===== src/rtl/vga_pkg.sv =====
// Display geometry shared by the video timing generator and sprite logic.
package vga_pkg;
  localparam int HOR_PIXELS = 800;
  localparam int VER_PIXELS = 600;
endpackage


===== src/rtl/boss_pkg.sv =====
// Boss FSM states, sprite size and the playfield bounds derived from it.
package boss_pkg;
  typedef enum logic [2:0] {IDLE, PATROL, CHARGE, RETURN, DEAD} boss_state_t;

  localparam int BOSS_LNG = 106;
  localparam int BOSS_HGT = 95;
  localparam int HP_MAX   = 100;

  localparam int X_MIN = BOSS_LNG;
  localparam int X_MAX = vga_pkg::HOR_PIXELS - BOSS_LNG;
  localparam int Y_LOW = vga_pkg::VER_PIXELS - BOSS_HGT;
endpackage


===== src/rtl/boss_hp_ctl.sv =====
// Boss hit points with saturating damage and a per-frame invulnerability window.
module boss_hp_ctl
  import boss_pkg::*;
#(
  parameter int INVULN_FRAMES = 30
) (
  input  logic       clk,
  input  logic       rst,
  input  logic       clr,
  input  logic       live,
  input  logic       frame_tick,
  input  logic       hit,
  input  logic [6:0] hit_dmg,
  output logic [6:0] hp,
  output logic       flash,
  output logic       hp_zero
);
  localparam int IW = $clog2(INVULN_FRAMES + 2);

  logic [IW-1:0] cnt, cnt_nxt;
  logic          accept;

  always_comb begin
    accept  = live && hit && (cnt == '0);
    hp_zero = accept && (hp <= hit_dmg);
    cnt_nxt = cnt;
    // A fresh hit reloads the window and wins over the frame decrement.
    if (accept)
      cnt_nxt = IW'(INVULN_FRAMES);
    else if (live && frame_tick && cnt != '0)
      cnt_nxt = cnt - 1'b1;
  end

  always_ff @(posedge clk or posedge rst) begin
    if (rst) begin
      hp    <= 7'(HP_MAX);
      cnt   <= '0;
      flash <= 1'b0;
    end else if (clr) begin
      hp    <= 7'(HP_MAX);
      cnt   <= '0;
      flash <= 1'b0;
    end else begin
      if (accept) hp <= (hp > hit_dmg) ? hp - hit_dmg : 7'd0;
      cnt   <= cnt_nxt;
      flash <= (cnt_nxt != '0);
    end
  end
endmodule


===== src/rtl/boss_ctl.sv =====
// Boss motion FSM (patrol / dive / return) and writer of the boss sprite position and HP.
module boss_ctl
  import boss_pkg::*;
#(
  parameter int START_X       = 400,
  parameter int Y_HOME        = 150,
  parameter int SPEED         = 3,
  parameter int DIVE_SPEED    = 6,
  parameter int RISE_SPEED    = 2,
  parameter int CHARGE_PERIOD = 180,
  parameter int INVULN_FRAMES = 30
) (
  input  logic        clk,
  input  logic        rst,
  input  logic        game_active,
  input  logic        frame_tick,
  input  logic        hit,
  input  logic [6:0]  hit_dmg,
  output logic [11:0] boss_x,
  output logic [11:0] boss_y,
  output logic [6:0]  boss_hp,
  output logic        boss_dead,
  output logic        boss_flash
);
  localparam int FW = $clog2(CHARGE_PERIOD + 1);

  // Thresholds are pre-offset by the step so no comparison can under/overflow.
  localparam logic [11:0] X0     = 12'(START_X);
  localparam logic [11:0] Y0     = 12'(Y_HOME);
  localparam logic [11:0] XLO    = 12'(X_MIN);
  localparam logic [11:0] XHI    = 12'(X_MAX);
  localparam logic [11:0] YLO    = 12'(Y_LOW);
  localparam logic [11:0] SPD    = 12'(SPEED);
  localparam logic [11:0] DIVE   = 12'(DIVE_SPEED);
  localparam logic [11:0] RISE   = 12'(RISE_SPEED);
  localparam logic [11:0] X_LEFT = 12'(X_MIN + SPEED);
  localparam logic [11:0] X_RGT  = 12'(X_MAX - SPEED);
  localparam logic [11:0] Y_DIVE = 12'(Y_LOW - DIVE_SPEED);
  localparam logic [11:0] Y_RISE = 12'(Y_HOME + RISE_SPEED);
  localparam logic [FW-1:0] F_LAST = FW'(CHARGE_PERIOD - 1);

  boss_state_t   state, state_nxt;
  logic [11:0]   x_nxt, y_nxt;
  logic          dir, dir_nxt;   // 1 = moving right
  logic [FW-1:0] fcnt, fcnt_nxt;
  logic          live, hp_zero;

  assign live = (state == PATROL) || (state == CHARGE) || (state == RETURN);

  boss_hp_ctl #(.INVULN_FRAMES(INVULN_FRAMES)) u_hp (
    .clk        (clk),
    .rst        (rst),
    .clr        (!game_active),
    .live       (live),
    .frame_tick (frame_tick),
    .hit        (hit),
    .hit_dmg    (hit_dmg),
    .hp         (boss_hp),
    .flash      (boss_flash),
    .hp_zero    (hp_zero)
  );

  always_ff @(posedge clk or posedge rst) begin
    if (rst) state <= IDLE;
    else     state <= state_nxt;
  end

  always_comb begin
    state_nxt = state;
    case (state)
      IDLE:    state_nxt = PATROL;
      PATROL:  if (frame_tick && fcnt == F_LAST) state_nxt = CHARGE;
      CHARGE:  if (frame_tick && boss_y >= Y_DIVE) state_nxt = RETURN;
      RETURN:  if (frame_tick && boss_y <= Y_RISE) state_nxt = PATROL;
      default: state_nxt = state;
    endcase
    if (hp_zero)      state_nxt = DEAD;
    if (!game_active) state_nxt = IDLE;
  end

  always_comb begin
    x_nxt    = boss_x;
    y_nxt    = boss_y;
    dir_nxt  = dir;
    fcnt_nxt = fcnt;
    case (state)
      IDLE: begin
        x_nxt = X0; y_nxt = Y0; dir_nxt = 1'b1; fcnt_nxt = '0;
      end
      PATROL: if (frame_tick) begin
        fcnt_nxt = (fcnt == F_LAST) ? '0 : fcnt + 1'b1;
        if (dir) begin
          if (boss_x >= X_RGT) begin x_nxt = XHI; dir_nxt = 1'b0; end
          else                       x_nxt = boss_x + SPD;
        end else begin
          if (boss_x <= X_LEFT) begin x_nxt = XLO; dir_nxt = 1'b1; end
          else                        x_nxt = boss_x - SPD;
        end
      end
      CHARGE: if (frame_tick) y_nxt = (boss_y >= Y_DIVE) ? YLO : boss_y + DIVE;
      RETURN: if (frame_tick) y_nxt = (boss_y <= Y_RISE) ? Y0 : boss_y - RISE;
      default: ;
    endcase
    if (!game_active) begin
      x_nxt = X0; y_nxt = Y0; dir_nxt = 1'b1; fcnt_nxt = '0;
    end
  end

  always_ff @(posedge clk or posedge rst) begin
    if (rst) begin
      boss_x    <= X0;
      boss_y    <= Y0;
      dir       <= 1'b1;
      fcnt      <= '0;
      boss_dead <= 1'b0;
    end else begin
      boss_x    <= x_nxt;
      boss_y    <= y_nxt;
      dir       <= dir_nxt;
      fcnt      <= fcnt_nxt;
      boss_dead <= (state_nxt == DEAD);
    end
  end
endmodule

===== config.mk =====
export PLATFORM = sky130hd
export DESIGN_NAME = boss_ctl
export DESIGN_NICKNAME = d
export VERILOG_FILES = /design/src/rtl/vga_pkg.sv /design/src/rtl/boss_pkg.sv /design/src/rtl/boss_hp_ctl.sv /design/src/rtl/boss_ctl.sv
export SDC_FILE = /design/constraint.sdc
export NUM_CORES = 1
export LEC_CHECK = 0
export CORE_ASPECT_RATIO = 0.75
export CORE_MARGIN = 10
export CORE_UTILIZATION = 55
export CTS_CLUSTER_SIZE = 25
export DETAILED_ROUTE_END_ITERATION = 16
export GPL_TIMING_DRIVEN = 0
export PLACE_DENSITY = 0.79
export SLEW_MARGIN = 10
export SYNTH_ARGS = -nofsm -noshare
export SYNTH_HDL_FRONTEND = slang
export SYNTH_HIERARCHICAL = 1
export SYNTH_SLANG_ARGS = --single-unit

===== constraint.sdc =====
create_clock -name clk -period 2.7 [get_ports clk]
set_input_delay 0.405 -clock clk [delete_from_list [all_inputs] [get_ports clk]]
set_output_delay 0.405 -clock clk [all_outputs]
set_load 0.005 [all_outputs]

==> results.cfg, run 1 <==
[synth]
ys_types = 74
yosysSeqAreaShare_pct = 32.6
synth_area_mm2 = 0.00387
avgSynthCellArea_um2 = 8.39
netlist.area_leader.share_pct = 25.2
synth_area_leader_cell = dfrtp_1
synth_fp_nets = 488
synth_edf_count = 0
synth-async-reset-ratio_pct = 100
synthCells = 462
ys_ff_latch = 50
yosysWarningCount = 6
ys.flop_type = dfrtp_1
synth_area_leaders = dfrtp_1, dfstp_2, nand2_1, a21oi_1, o21ai_0

[die]
core_region_area_mm2 = 0.00683
die_w_um = 117
die_y_um = 92.7
start_util_pct = 56.7
rows = 26
io_pins = 45
die-area_mm2 = 0.0108

[finish]
final_cell_area_mm2 = 0.00453
drive_above_1_share_pct = 13.0
layout_commonest_cell = nand2_1
utilization_pct = 66.3
num-nets-final = 539
area_growth_pct = 16.9
final_cell_mix = nand2_1, clkdlybuf4s50_1, dfrtp_1
diodes = 0

[timing]
rsz0062_at_grt = false
period_needed_ns = 2.46
clock_skew_ns = 0.00513
worst_pin_slew_ns = 0.983
setup-violations-final = 0
fin_crit_sh_pct = 91.1
setup_tns_ns = 0
final-max-slew-violation-count = 0
layout_setup_ws_ns = 0.240
slew_headroom_pct = 33.6
finalHoldViolCount = 0
fmax_ghz = 0.406

[global_route]
track_usage_pct = 18.9
grt_pass1_vias = 3537
gr-total-overflow = 0
grt_max_degree = 38
grt_pass1_wl_mm = 17.0
antenna_found_initial = 0

[place]
pre_cts_slack_ns = 0.162
io_buffers = 43
placed_area_mm2 = 0.00443
gp_congestion = 0.943
dp_hpwl_mm = 7.54

[pwr]
p_per_area_mw_per_mm2 = 495
combPwrFrac_pct = 37.9
p_total_mw = 2.24
p_int_mw = 1.42
pwr-share-seq_pct = 40.1
clkPwrFrac_pct = 21.9
p_leak_nw = 1.86
power.switching_mw = 0.822
ir_drop_mv = 0.554
switching_share_pct = 36.7

[worst_hold_path]
min_path_type = input pin to asynchronous set/reset pin

[clocking]
cts_resized = 0
cts_tree = yes
htreeDepth = 2
cts_made_buffers = 5
clkTransAtPathRegs_ns = 0.10
post_cts.repair.setup_buffers = 0
cts.sinks = 50
ctsHoldBuffers = 0
max-clock-path-buffers = 2
clkLatencyLatePin_ns = 0.31
root_buffer = clkbuf_8

[critical_path]
path_class = flip-flop to flip-flop
cp-start-kind = flip-flop
critPathCaptureType = flip-flop
critPathMaxFanout = 10
crit_required_ns = 2.90
cp.arrival_ns = 2.66

[routing]
drt_first_pass_iters = 5
drtAntennaViolNets = 0
totalWireLength_mm = 10.3
viasPerCell = 6.32
drc = 0
dr.first_iter.drc_count = 265
via_count = 3780
wl_per_cell_um = 17.2

[run]
maxCapViolCount = 0

[run_status]
status = finished, final reports clean
[layer usage]
metal	GRT usage, %	up-vias	part of all wire (%)
li1	-	1813	-
met1	26.7	1829	46
met2	29.2	126	45
met3	3.35	12	7.9
met4	4.52	0	0.99
met5	0	-	0
[Yosys cell counts, types with 5 or more instances]
master,count
a21o_1,6
a21oi_1,34
a31oi_1,15
and3_1,6
buf_4,5
buf_6,7
clkbuf_1,11
dfrtp_1,39
dfstp_2,11
ha_1,13
inv_1,27
nand2_1,53
nand3_1,12
nand3b_1,5
nor2_1,26
nor2b_1,7
nor3_1,11
o2111ai_1,5
o211ai_1,5
o21a_1,12
o21ai_0,33
o22ai_1,7
o31ai_1,6
or2_2,6
or4_1,5
xor2_1,6
[metrics by stage]
step	hold WS, ns	std cells
after floorplan	0.280	462
after global placement	0.476	589
after detailed placement	0.485	590
after CTS	0.447	598
after global routing	0.464	598
final	0.447	598
[flip-flops by register name (all words and copies together), names as in the netlist]
register    count
fcnt            8
boss_dead       1
u_hp/hp         7
dir             1
boss_y         12
u_hp/cnt        5
state           3
boss_x         12
u_hp/flash      1
[power groups by stage]
stage	Clock, mW	Combinational, mW	Sequential, mW
detailed placement	0	0.837	0.910
CTS	0.508	0.844	0.899
global placement	0	0.811	0.908
finish	0.492	0.850	0.899
global route	0.532	0.948	0.912
floorplan	0	0.604	0.900
[cells by family (layout without fill, tap and decap cells)]
| kind of cell | after synthesis | after routing | share of synthesized area [%] |
|---|---|---|---|
| AND/OR/NAND/NOR | 163 | 163 | 22.4 |
| multiplexers | 3 | 3 | 0.807 |
| adder cells (fa/ha/maj) | 14 | 14 | 4.71 |
| AO/OA/AOI/OAI | 165 | 165 | 29.3 |
| XOR/XNOR | 10 | 10 | 2.26 |
| flip-flops | 50 | 50 | 32.6 |
| buffers and inverters | 57 | 109 | 7.88 |
[critical path: stages (launching register included)]
cell      delay [ns]
dfrtp_1         0.41
inv_1           0.08
ha_1            0.27
or3b_1          0.43
or3_1           0.38
buf_6           0.15
buf_6           0.14
a21oi_1         0.25
nand2b_1        0.17
nor3b_1         0.06
[path summary, 6_finish.rpt]
check	end	from	cells past startpoint	slack [ns]
worst max-delay path	state[0]$_DFF_PP0_	u_hp/cnt[0]$_DFF_PP0_	9	0.24
worst min-delay path	fcnt[7]$_DFFE_PP0P_	rst	3	0.45
worst max register to register	state[0]$_DFF_PP0_	u_hp/cnt[0]$_DFF_PP0_	9	0.24
worst min register to register	fcnt[7]$_DFFE_PP0P_	fcnt[7]$_DFFE_PP0P_	1	0.50
max in group asynchronous	u_hp/hp[5]$_DFFE_PP1P_	rst	2	1.89
min in group clk	fcnt[7]$_DFFE_PP0P_	fcnt[7]$_DFFE_PP0P_	1	0.50
[area by class of cell]
cell class | count | area, um2
tap | 84 | 105
buffer | 30 | 204
timing repair buffer | 44 | 450
fill | 589 | 2300
clock inverter | 2 | 17.5
clock buffer | 6 | 82.6
sequential | 50 | 1260
multi-input combinational | 355 | 2300
inverter | 27 | 101
Power figures use the tool's default switching activity.
==> run 2: changes to the inputs <==
--- a/config.mk
+++ b/config.mk
@@ -6,7 +6,7 @@
 export NUM_CORES = 1
 export LEC_CHECK = 0
 export CORE_ASPECT_RATIO = 0.75
-export CORE_MARGIN = 10
+export CORE_MARGIN = 2
 export CORE_UTILIZATION = 55
 export CTS_CLUSTER_SIZE = 25
 export DETAILED_ROUTE_END_ITERATION = 16
==> run 2 against run 1 <==
Compared with the run above: hold slack worse by 0.085 ns; register-to-register slack better by 0.03 ns; sequential share of layout area up 0.085 points; die area down 29%; combinational power down 0.9%; largest cell class unchanged; largest power group unchanged.
==> results.cfg, run 2 (synthesis gave the netlist of run 1 again) <==
[die]
start_util_pct = 56.7
die_y_um = 76.7
die-area_mm2 = 0.00774
die_w_um = 101
io_pins = 45
core_region_area_mm2 = 0.00683
rows = 26

[pwr]
ir_drop_mv = 0.509
p_per_area_mw_per_mm2 = 486
p_leak_nw = 1.85

[routing]
wl_per_cell_um = 15.9
via_count = 3736
drc = 0
totalWireLength_mm = 9.52
viasPerCell = 6.25
drtAntennaViolNets = 0
dr.first_iter.drc_count = 285
drt_first_pass_iters = 6

[place]
io_buffers = 43
gp_congestion = 0.919
pre_cts_slack_ns = 0.0765
placed_area_mm2 = 0.00443
dp_hpwl_mm = 7.01
dp.cells = 590

[critical_path]
r2r-start = u_hp/cnt[0]$_DFF_PP0_
r2r_setup_slack_ns = 0.27
cp-start-kind = flip-flop
rr_worst_depth = 9
cp.arrival_ns = 2.63
timing.rr.end = state[0]$_DFF_PP0_
critPathCaptureType = flip-flop
critPathMaxFanout = 10
crit_required_ns = 2.90
path_class = flip-flop to flip-flop

[timing]
finalHoldViolCount = 0
rsz0062_at_grt = false
layout_setup_ws_ns = 0.274
fin_crit_sh_pct = 89.9
slew_headroom_pct = 32.7
clock_skew_ns = 0.00850
fmax_ghz = 0.412
period_needed_ns = 2.43
setup-violations-final = 0
final-max-slew-violation-count = 0
setup_tns_ns = 0
worst_pin_slew_ns = 0.997

[finish]
diodes = 0
num-nets-final = 539
multi_input_area_mm2 = 0.00230
fillers = 586
drive_above_1_share_pct = 12.8
fin_cells = 598
utilization_pct = 66.1
final_cell_area_mm2 = 0.00452
layout_commonest_cell = nand2_1
final_cell_mix = nand2_1, clkdlybuf4s50_1, dfrtp_1
area_growth_pct = 16.6
top_regs = boss_x: 12 flops, boss_y: 12 flops, fcnt: 8 flops
regArea_mm2 = 0.00126

[global_route]
antenna_found_initial = 0
grt_pass1_wl_mm = 16.8
track_usage_pct = 26.4
gr-total-overflow = 0
grt_pass1_vias = 3569
grt_max_degree = 28

[clocking]
clkTransAtPathRegs_ns = 0.10
clkLatencyLatePin_ns = 0.30
ctsHoldBuffers = 0
post_cts.repair.setup_buffers = 0
cts.sinks = 50
htreeDepth = 2
cts_made_buffers = 5
cts_resized = 0
max-clock-path-buffers = 2
root_buffer = clkbuf_8
cts_tree = yes

[worst_hold_path]
min_path_type = input pin to asynchronous set/reset pin

[run_status]
status = finished, final reports clean

[run]
maxCapViolCount = 0
[run 2: changes by cell type in the layout (fill, tap and decap cells not counted), sizes merged]
cell and delta:
inv +1, clkinv -1
[run 2: cell type report]
| type | instances | area share, % |
|---|---|---|
| repair buffers | 44 | 9.97 |
| flip-flops and latches | 50 | 28.0 |
| multi-input cells | 355 | 51.0 |
| plain buffers | 30 | 4.52 |
| inverters | 27 | 2.24 |
| well taps | 84 | 2.33 |
| clock inverters | 2 | 0.305 |
| clock buffers | 6 | 1.61 |
[run 2: stage by stage]
step | power [mW] | hold WS [ns]
2_1_floorplan | 1.50 | 0.280
3_3_place_gp | 1.71 | 0.481
3_5_place_dp | 1.74 | 0.486
4_1_cts | 2.20 | 0.371
5_1_grt | 2.36 | 0.408
6_report | 2.20 | 0.362
[run 2: power breakdown]
group          switching, mW  internal, mW  leakage (nW)
Combinational          0.465         0.377          1.16
Clock                  0.271         0.186        0.0456
Sequential            0.0668         0.831         0.653
[run 2: worst max path at each step]
stage | cells past startpoint | endpoint | slack (ns) | start
5_1_grt | 9 | state[0]$_DFF_PP0_ | 0.06 | u_hp/cnt[0]$_DFF_PP0_
3_3_place_gp | 6 | fcnt[6]$_DFFE_PP0P_ | 0.19 | frame_tick
4_1_cts | 9 | state[0]$_DFF_PP0_ | 0.28 | u_hp/cnt[0]$_DFF_PP0_
2_1_floorplan | 9 | state[0]$_DFF_PP0_ | 0.54 | u_hp/cnt[0]$_DFF_PP0_
3_5_place_dp | 6 | fcnt[6]$_DFFE_PP0P_ | 0.08 | frame_tick
6_report | 9 | state[0]$_DFF_PP0_ | 0.27 | u_hp/cnt[0]$_DFF_PP0_
[run 2: worst max-delay path: stages, from the launching register on]
cell and delay, ns:
dfrtp_1 0.41, inv_1 0.08, ha_1 0.26, or3b_1 0.43
or3_1 0.38, buf_6 0.15, buf_6 0.14, a21oi_1 0.23
nand2b_1 0.17, nor3b_1 0.06
[run 2: per-layer routing]
layer	track usage [%]	share of wire, %	vias up
met5	0	0	-
met2	38.0	43	122
met3	3.19	6.0	10
met1	41.6	50	1786
met4	7.16	0.96	0
li1	-	-	1818
==> run 3: changes to the inputs <==
--- a/config.mk
+++ b/config.mk
@@ -8,6 +8,7 @@
 export CORE_ASPECT_RATIO = 0.75
 export CORE_MARGIN = 2
 export CORE_UTILIZATION = 55
+export CTS_BUF_LIST = sky130_fd_sc_hd__clkbuf_2 sky130_fd_sc_hd__clkbuf_4 sky130_fd_sc_hd__clkbuf_8
 export CTS_CLUSTER_SIZE = 25
 export DETAILED_ROUTE_END_ITERATION = 16
 export GPL_TIMING_DRIVEN = 0
==> run 3 against run 2 <==
Compared with the run above: largest power group unchanged; hold slack improved by 0.0044 ns; sequential power about the same; cell count unchanged; global-route usage stayed put; critical path type unchanged; cell area about the same.
==> results.cfg, run 3 (synthesis gave the netlist of run 1 again) <==
[finish]
final_cell_area_mm2 = 0.00452
fillers = 584
layout_commonest_cell = nand2_1
area_growth_pct = 16.7
drive_above_1_share_pct = 13.0
diodes = 0
final_cell_mix = nand2_1, clkdlybuf4s50_1, dfrtp_1
num-nets-final = 539
top_regs = boss_x: 12 flops, boss_y: 12 flops, fcnt: 8 flops

[place]
placed_area_mm2 = 0.00443
pre_cts_slack_ns = 0.0765
io_buffers = 43
gp_congestion = 0.919
dp_hpwl_mm = 7.01

[routing]
drt_first_pass_iters = 5
totalWireLength_mm = 9.48
viasPerCell = 6.26
wl_per_cell_um = 15.9
via_count = 3741
drtAntennaViolNets = 0
dr.first_iter.drc_count = 266
drc = 0

[timing]
setup-violations-final = 0
final-max-slew-violation-count = 0
layout_setup_ws_ns = 0.273
setup_tns_ns = 0
clock_skew_ns = 0.00794
period_needed_ns = 2.43
finalHoldViolCount = 0
fmax_ghz = 0.412
fin_crit_sh_pct = 89.9
rsz0062_at_grt = false
slew_headroom_pct = 32.9
worst_pin_slew_ns = 0.994

[global_route]
gr-total-overflow = 0
grt_max_degree = 28
grt_pass1_vias = 3561
antenna_found_initial = 0
grt_pass1_wl_mm = 16.8
track_usage_pct = 26.4

[pwr]
p_per_area_mw_per_mm2 = 486
p_int_mw = 1.40
power.switching_mw = 0.795
pwr-share-seq_pct = 40.8
ir_drop_mv = 0.521
clkPwrFrac_pct = 20.9
switching_share_pct = 36.2
combPwrFrac_pct = 38.3
p_leak_nw = 1.86

[die]
rows = 26
die_w_um = 101
start_util_pct = 56.7
die_y_um = 76.7
io_pins = 45
core_region_area_mm2 = 0.00683
die-area_mm2 = 0.00774

[clocking]
clkTransAtPathRegs_ns = 0.10
clkLatencyLatePin_ns = 0.30
ctsHoldBuffers = 0
post_cts.repair.setup_buffers = 0
htreeDepth = 2
cts_made_buffers = 5
root_buffer = clkbuf_8
cts_resized = 0
cts.sinks = 50
max-clock-path-buffers = 2
cts_tree = yes

[critical_path]
r2r_setup_slack_ns = 0.27
rr_worst_depth = 9
cp.arrival_ns = 2.63
timing.rr.end = state[0]$_DFF_PP0_
crit_required_ns = 2.90
cp-start-kind = flip-flop
critPathMaxFanout = 10
r2r-start = u_hp/cnt[0]$_DFF_PP0_
path_class = flip-flop to flip-flop
critPathCaptureType = flip-flop

[worst_hold_path]
min_path_type = input pin to asynchronous set/reset pin

[run]
maxCapViolCount = 0

[run_status]
status = finished, final reports clean
-- run 3: changes by cell type in the layout (fill, tap and decap cells not counted) --
cell,change
clkbuf_1,-1
clkbuf_4,+1
-- run 3: how the worst max path moves through the flow --
stage	startpoint	endpoint	slack, ns	cells after the start
floorplan	u_hp/cnt[0]$_DFF_PP0_	state[0]$_DFF_PP0_	0.54	9
detailed placement	frame_tick	fcnt[6]$_DFFE_PP0P_	0.08	6
finish	u_hp/cnt[0]$_DFF_PP0_	state[0]$_DFF_PP0_	0.27	9
CTS	u_hp/cnt[0]$_DFF_PP0_	state[0]$_DFF_PP0_	0.28	9
global placement	frame_tick	fcnt[6]$_DFFE_PP0P_	0.19	6
global route	u_hp/cnt[0]$_DFF_PP0_	state[0]$_DFF_PP0_	0.06	9
-- run 3: critical path, stage by stage (launching register included) --
cell	delay (ns)
dfrtp_1	0.41
inv_1	0.08
ha_1	0.26
or3b_1	0.43
or3_1	0.38
buf_6	0.15
buf_6	0.14
a21oi_1	0.23
nand2b_1	0.18
nor3b_1	0.06
-- run 3: power by group through the flow --
stage	clock, mW	combinational (mW)	sequential [mW]
after floorplan	0	0.604	0.900
after global placement	0	0.806	0.907
after detailed placement	0	0.829	0.910
after CTS	0.480	0.835	0.897
after global routing	0.508	0.950	0.910
final	0.459	0.842	0.898
-- run 3: metal layers --
layer	routed length (um)	vias to the layer above	GRT usage [%]
li1	-	1818	-
met1	4730	1782	41.5
met2	4070	131	38.2
met3	582	10	3.19
met4	97	0	7.03
met5	0	-	0
-- run 3: area by class of cell --
| cell class | instances | area, um2 | share of cell area [%] |
|---|---|---|---|
| clock buffer | 6 | 76.3 | 1.69 |
| tap | 84 | 105 | 2.32 |
| clock inverter | 2 | 13.8 | 0.304 |
| inverter | 27 | 101 | 2.24 |
| timing repair buffer | 44 | 450 | 9.96 |
| buffer | 30 | 204 | 4.51 |
| sequential | 50 | 1260 | 28.0 |
| multi-input combinational | 355 | 2300 | 51.0 |
-- run 3: through the flow --
step | hold WS (ns) | power (mW) | utilization, % | std cells
after global routing | 0.408 | 2.37 | 66.2 | 598
final | 0.366 | 2.20 | 66.2 | 598
after global placement | 0.481 | 1.71 | 64.6 | 589
after detailed placement | 0.486 | 1.74 | 64.9 | 590
after CTS | 0.371 | 2.21 | 66.2 | 598
after floorplan | 0.280 | 1.50 | - | 462
